### src/rtl/control_unit.sv
// -----------------------------------------------------------------------------
// control_unit
//
// Hard-wired sequencer for a simple accumulator machine. A six-state one-hot
// ring counter (T1..T6) walks every instruction through a common three-state
// fetch (T1-T3) and an opcode-specific execute (T4-T6). All datapath control
// strobes are decoded combinationally from the current T-state and cu_op.
//
// Optional feature: define CU_JC_EN to enable JC (0111, jump if carry).
// Without it 0111 is a NOP; the carry flag and its ADD/SUB capture stay.
//
// Ports
//   cu_clk       in   system clock, rising-edge active
//   cu_rst       in   asynchronous active-high reset
//   cu_op[3:0]   in   opcode (IR upper nibble), valid during T4-T6
//   cu_cy        in   ALU carry-out (bit 8 of the 9-bit result)
//   cu_pc_out    out  PC drives bus
//   cu_pc_inc    out  PC increment
//   cu_pc_load   out  PC loads from bus
//   cu_mar_load  out  MAR loads from bus
//   cu_ram_out   out  RAM drives bus
//   cu_ir_load   out  IR loads from bus
//   cu_ir_out    out  IR operand field drives bus
//   cu_a_load    out  A loads from bus
//   cu_a_out     out  A drives bus
//   cu_b_load    out  B loads from bus
//   cu_o_load    out  output register loads from bus
//   cu_alu_out   out  ALU drives bus
//   cu_alu_cut   out  ALU mode: 1 subtract, 0 add
//   cu_halt      out  processor halted
//   cu_cf        out  registered carry flag
//   cu_tstate    out  one-hot T-state, bit0=T1 .. bit5=T6
// -----------------------------------------------------------------------------
module control_unit (
    input  logic       cu_clk,
    input  logic       cu_rst,
    input  logic [3:0] cu_op,
    input  logic       cu_cy,
    output logic       cu_pc_out,
    output logic       cu_pc_inc,
    output logic       cu_pc_load,
    output logic       cu_mar_load,
    output logic       cu_ram_out,
    output logic       cu_ir_load,
    output logic       cu_ir_out,
    output logic       cu_a_load,
    output logic       cu_a_out,
    output logic       cu_b_load,
    output logic       cu_o_load,
    output logic       cu_alu_out,
    output logic       cu_alu_cut,
    output logic       cu_halt,
    output logic       cu_cf,
    output logic [5:0] cu_tstate
);

    // -------------------------------------------------------------------------
    // T-state encodings (one-hot ring)
    // -------------------------------------------------------------------------
    localparam logic [5:0] T1 = 6'b000001;
    localparam logic [5:0] T2 = 6'b000010;
    localparam logic [5:0] T3 = 6'b000100;
    localparam logic [5:0] T4 = 6'b001000;
    localparam logic [5:0] T5 = 6'b010000;
    localparam logic [5:0] T6 = 6'b100000;

    // -------------------------------------------------------------------------
    // Opcodes
    // -------------------------------------------------------------------------
    localparam logic [3:0] OP_LDA = 4'b0000;
    localparam logic [3:0] OP_ADD = 4'b0001;
    localparam logic [3:0] OP_SUB = 4'b0010;
    localparam logic [3:0] OP_JMP = 4'b0011;
    localparam logic [3:0] OP_JC  = 4'b0111;
    localparam logic [3:0] OP_OUT = 4'b1110;
    localparam logic [3:0] OP_HLT = 4'b1111;

`ifdef CU_JC_EN
    localparam logic JC_EN = 1'b1;
`else
    localparam logic JC_EN = 1'b0;
`endif

    // -------------------------------------------------------------------------
    // State
    // -------------------------------------------------------------------------
    logic [5:0] r_tstate;
    logic       r_halt;
    logic       r_cf;

    // -------------------------------------------------------------------------
    // Internal nets
    // -------------------------------------------------------------------------
    logic [5:0] w_tstate_next;
    logic       w_hlt_entry;
    logic       w_halt_active;
    logic       w_is_arith;
    logic       w_cf_capture;
    logic       w_ctl_en;

    // Raw (ungated) decode of the control word
    logic w_pc_out;
    logic w_pc_inc;
    logic w_pc_load;
    logic w_mar_load;
    logic w_ram_out;
    logic w_ir_load;
    logic w_ir_out;
    logic w_a_load;
    logic w_a_out;
    logic w_b_load;
    logic w_o_load;
    logic w_alu_out;
    logic w_alu_cut;

    // -------------------------------------------------------------------------
    // Halt detection
    // -------------------------------------------------------------------------
    // Halt must be visible in the very T4 cycle that decodes HLT, so the
    // registered flag is ORed with the live decode. Once latched, the flag
    // keeps the machine halted regardless of what cu_op does afterwards.
    assign w_hlt_entry   = (r_tstate == T4) && (cu_op == OP_HLT);
    assign w_halt_active = r_halt | w_hlt_entry;

    // Carry is captured only on the edge that closes T6 of ADD/SUB.
    assign w_is_arith   = (cu_op == OP_ADD) || (cu_op == OP_SUB);
    assign w_cf_capture = (r_tstate == T6) && w_is_arith && !w_halt_active;

    // Reset and halt both silence every strobe; reset also dominates halt.
    assign w_ctl_en = !cu_rst && !w_halt_active;

    // -------------------------------------------------------------------------
    // Ring counter next-state
    // -------------------------------------------------------------------------
    always_comb begin
        w_tstate_next = T1;
        case (r_tstate)
            T1:      w_tstate_next = T2;
            T2:      w_tstate_next = T3;
            T3:      w_tstate_next = T4;
            T4:      w_tstate_next = T5;
            T5:      w_tstate_next = T6;
            T6:      w_tstate_next = T1;
            // Any non-one-hot value (e.g. after an upset) restarts fetch.
            default: w_tstate_next = T1;
        endcase
    end

    // -------------------------------------------------------------------------
    // Sequential state
    // -------------------------------------------------------------------------
    always_ff @(posedge cu_clk or posedge cu_rst) begin
        if (cu_rst) begin
            r_tstate <= T1;
        end else if (!w_halt_active) begin
            r_tstate <= w_tstate_next;
        end
    end

    always_ff @(posedge cu_clk or posedge cu_rst) begin
        if (cu_rst) begin
            r_halt <= 1'b0;
        end else if (w_hlt_entry) begin
            r_halt <= 1'b1;
        end
    end

    always_ff @(posedge cu_clk or posedge cu_rst) begin
        if (cu_rst) begin
            r_cf <= 1'b0;
        end else if (w_cf_capture) begin
            r_cf <= cu_cy;
        end
    end

    // -------------------------------------------------------------------------
    // Control word decode
    // -------------------------------------------------------------------------
    always_comb begin
        w_pc_out   = 1'b0;
        w_pc_inc   = 1'b0;
        w_pc_load  = 1'b0;
        w_mar_load = 1'b0;
        w_ram_out  = 1'b0;
        w_ir_load  = 1'b0;
        w_ir_out   = 1'b0;
        w_a_load   = 1'b0;
        w_a_out    = 1'b0;
        w_b_load   = 1'b0;
        w_o_load   = 1'b0;
        w_alu_out  = 1'b0;
        w_alu_cut  = 1'b0;

        case (r_tstate)
            // ---------------- fetch: common to every opcode ----------------
            T1: begin
                w_pc_out   = 1'b1;
                w_mar_load = 1'b1;
            end
            T2: begin
                w_pc_inc = 1'b1;
            end
            T3: begin
                w_ram_out = 1'b1;
                w_ir_load = 1'b1;
            end

            // ---------------- execute ----------------
            T4: begin
                case (cu_op)
                    OP_LDA, OP_ADD, OP_SUB: begin
                        w_ir_out   = 1'b1;
                        w_mar_load = 1'b1;
                    end
                    OP_JMP: begin
                        w_ir_out  = 1'b1;
                        w_pc_load = 1'b1;
                    end
                    OP_JC: begin
                        if (JC_EN && r_cf) begin
                            w_ir_out  = 1'b1;
                            w_pc_load = 1'b1;
                        end
                    end
                    OP_OUT: begin
                        w_a_out  = 1'b1;
                        w_o_load = 1'b1;
                    end
                    default: begin
                    end
                endcase
            end
            T5: begin
                case (cu_op)
                    OP_LDA: begin
                        w_ram_out = 1'b1;
                        w_a_load  = 1'b1;
                    end
                    OP_ADD, OP_SUB: begin
                        w_ram_out = 1'b1;
                        w_b_load  = 1'b1;
                    end
                    default: begin
                    end
                endcase
            end
            T6: begin
                if (w_is_arith) begin
                    w_alu_out = 1'b1;
                    w_a_load  = 1'b1;
                    // Subtract mode only while the ALU actually owns the bus.
                    w_alu_cut = (cu_op == OP_SUB);
                end
            end
            default: begin
            end
        endcase
    end

    // -------------------------------------------------------------------------
    // Outputs
    // -------------------------------------------------------------------------
    assign cu_pc_out   = w_pc_out   & w_ctl_en;
    assign cu_pc_inc   = w_pc_inc   & w_ctl_en;
    assign cu_pc_load  = w_pc_load  & w_ctl_en;
    assign cu_mar_load = w_mar_load & w_ctl_en;
    assign cu_ram_out  = w_ram_out  & w_ctl_en;
    assign cu_ir_load  = w_ir_load  & w_ctl_en;
    assign cu_ir_out   = w_ir_out   & w_ctl_en;
    assign cu_a_load   = w_a_load   & w_ctl_en;
    assign cu_a_out    = w_a_out    & w_ctl_en;
    assign cu_b_load   = w_b_load   & w_ctl_en;
    assign cu_o_load   = w_o_load   & w_ctl_en;
    assign cu_alu_out  = w_alu_out  & w_ctl_en;
    assign cu_alu_cut  = w_alu_cut  & w_ctl_en;

    assign cu_halt   = w_halt_active & !cu_rst;
    assign cu_cf     = r_cf;
    assign cu_tstate = r_tstate;

endmodule

### config.mk
export PLATFORM = sky130hd
export DESIGN_NAME = control_unit
export DESIGN_NICKNAME = d
export VERILOG_FILES = /design/src/rtl/control_unit.sv
export SDC_FILE = /design/constraint.sdc
export NUM_CORES = 1
export LEC_CHECK = 0
export ABC_AREA = 1
export ABC_CLOCK_PERIOD_IN_PS = 1400
export CAP_MARGIN = 20
export CORE_UTILIZATION = 25
export CTS_CLUSTER_SIZE = 24
export DETAILED_ROUTE_END_ITERATION = 10
export PLACE_DENSITY = 0.54
export SLEW_MARGIN = 20
export SYNTH_ARGS = -nofsm -noshare
export SYNTH_HDL_FRONTEND = slang
export SYNTH_SLANG_ARGS = --single-unit
### constraint.sdc
create_clock -name cu_clk -period 1.4 [get_ports cu_clk]
set_input_delay 0.21 -clock cu_clk [delete_from_list [all_inputs] [get_ports cu_clk]]
set_output_delay 0.21 -clock cu_clk [all_outputs]
set_load 0.05 [all_outputs]
==> run summary, run 1 <==
=====================================================================================
Worst Path Arrival .....................................................      1.75 ns
Remaining global-route overflow ........................................            0
Tot Pwr ................................................................     0.503 mW
Number of max-capacitance violations reported ..........................            0
Number of H-tree levels ................................................            1
Total number of placement rows .........................................           18
Internal power .........................................................     0.376 mW
Number of max-slew violations in the final report ......................            0
IO buf count ...........................................................           27
Number of warnings issued by yosys .....................................            0
Critical Setup Path Class ..............................................   reg -> out
Routed length on met3 ..................................................        93 um
Vias after detailed routing ............................................          870
Type of origin of the critical path ....................................    flip-flop
Total setup violations reported at the end of the flow .................           21
Critical Path Fanout Max ...............................................            8
Synthesized netlist net count ..........................................          103
Leakage component of the power .........................................     0.677 nW
Comb power frac ........................................................        14.6%
Root cell of the clock tree ............................................     clkbuf_4
Antenna diode count ....................................................            0
Sequential share of the synthesized area ...............................        31.1%
Die footprint ..........................................................     2790 um2
Placed cell area .......................................................     1430 um2
Clock Tree Buf Depth ...................................................            2
Min-Delay Path Class ...................................................  in -> async
Die Y-Extent ...........................................................      52.9 um
FF-to-FF End ........................................................... cu_tstate[2]
Transition time at the pin with the least slew margin ..................     0.304 ns
Die Wd .................................................................      52.9 um
Setup repair after global routing missed its margin ....................          yes
Category of the worst setup path capture point ......................... primary output
Post-synthesis average cell area .......................................     6.74 um2
Critical Path Sink .....................................................    cu_ir_out
Final period utilization ...............................................         140%
Vias per std cell ......................................................         4.58
CTS tree ...............................................................          yes
Shortest period the worst path allows ..................................      1.96 ns
Remaining max-slew budget at the tightest pin ..........................        79.6%
Remaining design rule violation count ..................................            0
DRC violation total after the first TritonRoute iteration ..............           13
Core footprint .........................................................     2450 um2
Slack of the critical path .............................................    -0.557 ns
Synth Register Bits ....................................................            8
Routed met1 length .....................................................       969 um
TritonCTS buffer count .................................................            3
PwrDens ................................................................   318 nW/um2
Met2 routed wirelength .................................................      1180 um
Routability congestion estimate from global placement ..................        0.834
Clk sink count .........................................................            8
Sw frac ................................................................        25.3%
Final TNS setup ........................................................     -7.41 ns
Effective utilization at floorplan .....................................        26.4%
Most frequent standard cell in the layout excluding fill and tap cells .        buf_4
Worst clock skew .......................................................    0.0120 ns
Worst Path Required ....................................................      1.19 ns
Logic depth of the worst register-to-register path .....................            9
Post-route standard cell area excluding fillers ........................     1580 um2
Placed wire-length estimate ............................................      1710 um
Layout cells sized above 1 .............................................        61.9%
Start of the worst register-to-register path ........................... cu_tstate[0]
Nets ...................................................................          168
Slack of the worst reg-to-reg path .....................................     -0.08 ns
Clock latency of the later-clocked register in the worst-skew pair .....      0.27 ns
Initial antenna violation count ........................................            0
Switching power of the nets ............................................     0.127 mW
Run status ............................................................. finished with violations
Violations in the final reports ........................................ negative setup slack
Clock-pin slew on the worst setup and hold paths .......................      0.06 ns
Post-synth cell types ..................................................           21
Mapped cell area .......................................................      647 um2
Register share of total power ..........................................        45.9%
Largest net degree at the start of global routing ......................            9
Top Ports ..............................................................           28
First-pass DRT Iterations ..............................................            4
Top layer used by detailed routing .....................................         met4
Via count of the first global-routing pass .............................          853
Cts hold-fix bufs ......................................................            0
Maximum vdd drop .......................................................     0.448 mV
Share of total power in the clock network ..............................        39.4%
Antenna-violating nets left ............................................            0
Number of standard cells after synthesis ...............................           96
Number of hold violations in the final report ..........................            0
Wire length of the first global-routing pass ...........................      3910 um
Total length of routed wires ...........................................      2260 um
Max Freq ...............................................................    0.511 GHz
Top library cells by usage in the layout, fill and taps aside .......... 33 x buf_4, 21 x buf_12, 13 x nand2_1
Detail-routed net length per standard cell .............................      11.9 um
Total global-route track usage .........................................        19.6%
Launch point of the critical path ...................................... cu_tstate[0]
Layout overhead on the synthesized area ................................         145%
=====================================================================================
-- power groups by stage --
stage               clock network [mW]  logic [mW]  registers [mW]
global route                     0.225      0.0801           0.231
global placement                     0      0.0705           0.235
floorplan                            0      0.0271           0.235
detailed placement                   0      0.0711           0.235
finish                           0.199      0.0736           0.231
CTS                              0.208      0.0718           0.231
-- registers in the layout, indices dropped and copies added (netlist names) --
register and count:
cu_cf 1, r_halt 1, cu_tstate 6
-- per-layer routing --
metal  track usage [%]  vias to the layer above
li1                  -                      442
met1              25.5                      409
met2              31.2                       16
met3              6.32                        3
met4              3.95                        0
met5                 0                        -
-- metrics by stage --
stage          std cells  hold slack, ns  setup WS (ns)  utilization, %
2_1_floorplan         96          0.0720         -0.652               -
3_3_place_gp         178           0.527         -0.462            58.3
3_5_place_dp         178           0.548         -0.475            58.3
4_1_cts              188           0.426         -0.550            62.9
5_1_grt              190           0.488         -0.648            64.5
6_report             190           0.452         -0.557            64.5
-- synth_stat cells --
cell,number,area (um2)
a21oi_1,3,15.0
and2_1,1,6.26
buf_4,1,7.51
buf_6,1,11.3
clkinv_1,2,7.51
dfrtp_1,7,175
dfstp_2,1,26.3
inv_1,12,45.0
nand2_1,18,67.6
nand2_2,1,6.26
nand2_4,1,11.3
nand3_1,8,40.0
nand3_2,1,10.0
nand3_4,1,17.5
nand4_1,6,37.5
nor2_1,18,67.6
nor2_2,1,6.26
nor2_4,2,22.5
nor3_1,4,20.0
o21ai_0,4,20.0
o21ai_2,3,26.3
-- what timing repair did --
item,in CTS,in global routing
gates resized for setup,12,6
endpoints found under the setup margin,21,23
pin swaps,6,3
setup buffers,6,2
-- cells by family after synthesis --
kind of cell	Yosys count	synth area share, %
AO/OA/AOI/OAI	10	9.48
buffers and inverters	16	11.0
flip-flops	8	31.1
AND/OR/NAND/NOR	62	48.4
-- worst min-delay path by stage --
stage,endpoint,slack [ns]
after floorplan,cu_cf,0.07
after global placement,cu_cf,0.53
after detailed placement,cu_tstate[4],0.55
after CTS,cu_tstate[1],0.43
after global routing,cu_tstate[4],0.49
final,cu_tstate[1],0.45
-- critical path, stage by stage, from the launching register on --
cell,delay (ns)
dfstp_4,0.65
inv_2,0.05
nand2_2,0.05
nor2_2,0.05
nand3_4,0.09
nand3_4,0.15
buf_4,0.19
nor2_4,0.11
buf_12,0.15
-- cell type report --
| class | instances | area (um2) |
|---|---|---|
| Tap cell | 30 | 37.5 |
| Fill cell | 199 | 871 |
| Clock buffer | 4 | 26.3 |
| Inverter | 14 | 55.1 |
| Multi-Input combinational cell | 72 | 503 |
| Sequential cell | 8 | 211 |
| Timing Repair Buffer | 62 | 751 |
Power figures use the tool's default switching activity.
==> inputs of run 2 (changes only) <==
--- a/config.mk
+++ b/config.mk
@@ -5,7 +5,7 @@
 export SDC_FILE = /design/constraint.sdc
 export NUM_CORES = 1
 export LEC_CHECK = 0
-export ABC_AREA = 1
+export ABC_AREA = 0
 export ABC_CLOCK_PERIOD_IN_PS = 1400
 export CAP_MARGIN = 20
 export CORE_UTILIZATION = 25
==> run summary, run 2 <==
=====================================================================================
Cts hold-fix bufs ......................................................            0   unchanged
Primary FF master, synth ...............................................      dfrtp_1
Met2 routed wirelength .................................................      1100 um   -6.6%
Run status ............................................................. finished with violations
Area share of the largest cell type after synthesis ....................        27.8%   +0.70 points
TritonCTS buffer count .................................................            3   unchanged
Number of hold violations in the final report ..........................            0   unchanged
Category of the worst setup path capture point ......................... primary output
Commonest cells post-synth ............................................. 8 x nand2_1, 7 x dfrtp_1, 5 x nor2_1, 4 x nand3b_1, 4 x o21ai_0
Switching power of the nets ............................................      1.00 mW   +690%
Post-route standard cell area excluding fillers ........................     1680 um2   +6.2%
Clock-pin slew on the worst setup and hold paths .......................      0.07 ns   about the same
Synth Register Bits ....................................................            8   unchanged
Placed cell area .......................................................     1440 um2   +0.79%
Slack of the worst reg-to-reg path .....................................     -0.44 ns   -0.36 ns
Remaining design rule violation count ..................................            0   unchanged
Max reg flops ..........................................................            6   unchanged
Cell Chain, Critical Path .............................................. nor4_4 > nand4b_1 > buf_4 > nand2b_4 > a21oi_4 > buf_12
IO buf count ...........................................................           27   unchanged
Total length of routed wires ...........................................      2270 um   +0.62%
Critical Setup Path Class ..............................................   reg -> out
Clock Tree Buf Depth ...................................................            2   unchanged
Top library cells by usage in the layout, fill and taps aside .......... 30 x buf_4, 17 x buf_6, 17 x buf_12
Critical Path Fanout Max ...............................................            3   -5
Effective utilization at floorplan .....................................        27.5%   +1.1 points
Number of warnings issued by yosys .....................................            0   unchanged
Remaining global-route overflow ........................................            0   unchanged
FF-to-FF End ...........................................................        cu_cf
Antenna-violating nets left ............................................            0   unchanged
Shortest period the worst path allows ..................................      2.00 ns   +0.0435 ns
Register share of total power ..........................................        17.5%   -28 points
Worst Path Arrival .....................................................      1.79 ns   +0.04 ns
Post-synth cell types ..................................................           35   +67%
Transition time at the pin with the least slew margin ..................     0.272 ns   -0.0320 ns
Top layer used by detailed routing .....................................         met4
Nets ...................................................................          146   -13%
Initial antenna violation count ........................................            0   unchanged
Routability congestion estimate from global placement ..................        0.858   +2.8%
Violations in the final reports ........................................ negative setup slack
Die Wd .................................................................      52.2 um   -1.2%
Kind of cell with the highest combined delay on the critical path ...... simple AND/OR/NAND/NOR gates
Routed met1 length .....................................................      1010 um   +3.8%
Die footprint ..........................................................     2730 um2   -2.4%
Start of the worst register-to-register path ........................... cu_tstate[4]
DRC violation total after the first TritonRoute iteration ..............           10   -3
Synthesized netlist net count ..........................................           76   -26%
Most frequent standard cell in the layout excluding fill and tap cells .        buf_4
Worst clock skew .......................................................    0.0178 ns   +0.00575 ns
Number of enable flip-flop cells after synthesis .......................            0   unchanged
Post-synthesis average cell area .......................................     9.14 um2   +36%
Final TNS setup ........................................................     -9.57 ns   -2.16 ns
Share of flip-flops with an asynchronous set or reset ..................         100%   unchanged
Maximum vdd drop .......................................................      1.28 mV   +190%
Sequential share of the synthesized area ...............................        31.9%   +0.80 points
Root cell of the clock tree ............................................     clkbuf_4
Number of max-slew violations in the final report ......................            0   unchanged
CTS tree ...............................................................          yes
Top Ports ..............................................................           28   unchanged
Clock latency of the later-clocked register in the worst-skew pair .....      0.26 ns   about the same
Post-synth top area cell ...............................................      dfrtp_1
Via count of the first global-routing pass .............................          812   -4.8%
Routed length on met3 ..................................................        87 um   -6.5%
Delay contributed by the slowest stage of the critical path ............      0.45 ns   -0.20 ns
Total global-route track usage .........................................        18.9%   -0.70 points
Remaining max-slew budget at the tightest pin ..........................        81.8%   +2.2 points
Detail-routed net length per standard cell .............................      13.7 um   +15%
Final period utilization ...............................................         143%   +3.1 points
Worst slack, placed ....................................................    -0.431 ns   +0.0432 ns
Share of total power in the clock network ..............................         8.6%   -31 points
Internal power .........................................................      1.25 mW   +230%
Number of standard cells after synthesis ...............................           69   -28%
Total setup violations reported at the end of the flow .................           22   +4.8%
Leakage component of the power .........................................     0.766 nW   +13%
Vias per std cell ......................................................         4.81   +5.0%
# fillers ..............................................................          152   -24%
Slack of the critical path .............................................    -0.600 ns   -0.0435 ns
Most repeated cell in the gate-level netlist after synthesis ...........      nand2_1
Type of origin of the critical path ....................................    flip-flop
Logic depth of the worst register-to-register path .....................            7   -2
Sw frac ................................................................        44.5%   +19 points
Setup repair after global routing missed its margin ....................          yes
Mapped cell area .......................................................      631 um2   -2.5%
Worst Path Required ....................................................      1.19 ns   about the same
Clk sink count .........................................................            8   unchanged
Number of max-capacitance violations reported ..........................            0   unchanged
Layout cells sized above 1 .............................................        77.5%   +16 points
PwrDens ................................................................  1340 nW/um2   +320%
First-pass DRT Iterations ..............................................            4   unchanged
Min-Delay Path Class ...................................................  in -> async
Final core utilization .................................................        73.3%   +8.7 points
Buffers & Inverters on Critical Path ...................................            2   -1
Cell type of the slowest stage on the worst timing path ................      dfrtp_2
Comb power frac ........................................................        73.9%   +59 points
Placed wire-length estimate ............................................      1740 um   +2.0%
Number of H-tree levels ................................................            1   unchanged
Largest net degree at the start of global routing ......................            9   unchanged
Vias after detailed routing ............................................          798   -8.3%
Layout overhead on the synthesized area ................................         167%
Synth area leaders ..................................................... dfrtp_1 28%, buf_6 5.4%, mux2_4 4.8%
Max Freq ...............................................................    0.500 GHz   -2.2%
Wire length of the first global-routing pass ...........................      3710 um   -5.1%
Antenna diode count ....................................................            0   unchanged
Total number of placement rows .........................................           17   -1
Die Y-Extent ...........................................................      52.2 um   -1.2%
Core footprint .........................................................     2300 um2   -6.4%
=====================================================================================
## run 2: kinds of logic after synthesis
| family | share of synthesized area, % |
|---|---|
| muxes | 6.55 |
| xor gates and xnor gates | 2.78 |
| buffers and inverters | 7.74 |
| and+or+nand+nor | 39.9 |
| AOI/OAI and AO/OA | 11.1 |
| DFF | 31.9 |
## run 2: area by class of cell
class / count / area, um2 / share of cell area, %
multi-input cells: 55 / 593 / 35.2
inverters: 1 / 3.75 / 0.223
well taps: 28 / 35.0 / 2.08
flip-flops and latches: 8 / 208 / 12.3
clock buffers: 4 / 26.3 / 1.56
repair buffers: 70 / 817 / 48.6
## run 2: timing repair
item | 4_1_cts | 5_1_grt
gates resized for setup | 26 | 14
pin swaps | 15 | 12
endpoints found under the setup margin | 22 | 22
setup buffers | 6 | 3
## run 2: layer usage
layer / track usage, % / vias up
li1: - / 386
met5: 0 / -
met2: 29.9 / 23
met3: 3.19 / 8
met4: 7.89 / 0
met1: 25.1 / 381
## run 2: power groups by stage
stage | clock network (mW) | logic, mW | registers, mW
finish | 0.193 | 1.66 | 0.394
global route | 0.213 | 1.75 | 0.401
CTS | 0.197 | 1.61 | 0.394
detailed placement | 0 | 1.39 | 0.387
global placement | 0 | 1.38 | 0.380
floorplan | 0 | 0.558 | 0.574
## run 2: worst reg2reg max path, stage by stage (launching register included)
cell and delay, ns:
dfrtp_2 0.43, nor4_4 0.29, buf_4 0.19, nand4_1 0.13
buf_4 0.18, buf_4 0.13, nor2_4 0.07, mux2_4 0.29
## run 2: worst max-delay path by stage
stage | depth (start not counted) | start | to | slack, ns
after global routing | 6 | cu_tstate[4] | cu_alu_out | -0.71
after CTS | 6 | cu_tstate[4] | cu_alu_out | -0.60
after global placement | 7 | cu_op[2] | cu_pc_out | -0.41
after detailed placement | 7 | cu_op[2] | cu_b_load | -0.43
after floorplan | 4 | cu_tstate[1] | cu_o_load | -0.81
final | 6 | cu_tstate[1] | cu_ram_out | -0.60
## run 2: per-stage QoR
| step | hold slack (ns) | total power, mW | instances |
|---|---|---|---|
| finish | 0.471 | 2.25 | 166 |
| floorplan | 0.0327 | 1.13 | 69 |
| global route | 0.490 | 2.37 | 166 |
| global placement | 0.574 | 1.76 | 155 |
| detailed placement | 0.579 | 1.78 | 155 |
| CTS | 0.476 | 2.20 | 164 |
==> inputs of run 3 (changes only) <==
--- a/config.mk
+++ b/config.mk
@@ -9,10 +9,9 @@
 export ABC_CLOCK_PERIOD_IN_PS = 1400
 export CAP_MARGIN = 20
 export CORE_UTILIZATION = 25
-export CTS_CLUSTER_SIZE = 24
+export CTS_CLUSTER_SIZE = 8
 export DETAILED_ROUTE_END_ITERATION = 10
 export PLACE_DENSITY = 0.54
-export SLEW_MARGIN = 20
 export SYNTH_ARGS = -nofsm -noshare
 export SYNTH_HDL_FRONTEND = slang
 export SYNTH_SLANG_ARGS = --single-unit
==> results of run 3 <==
Final layout, timing and power as in run 2 (identical DEF).
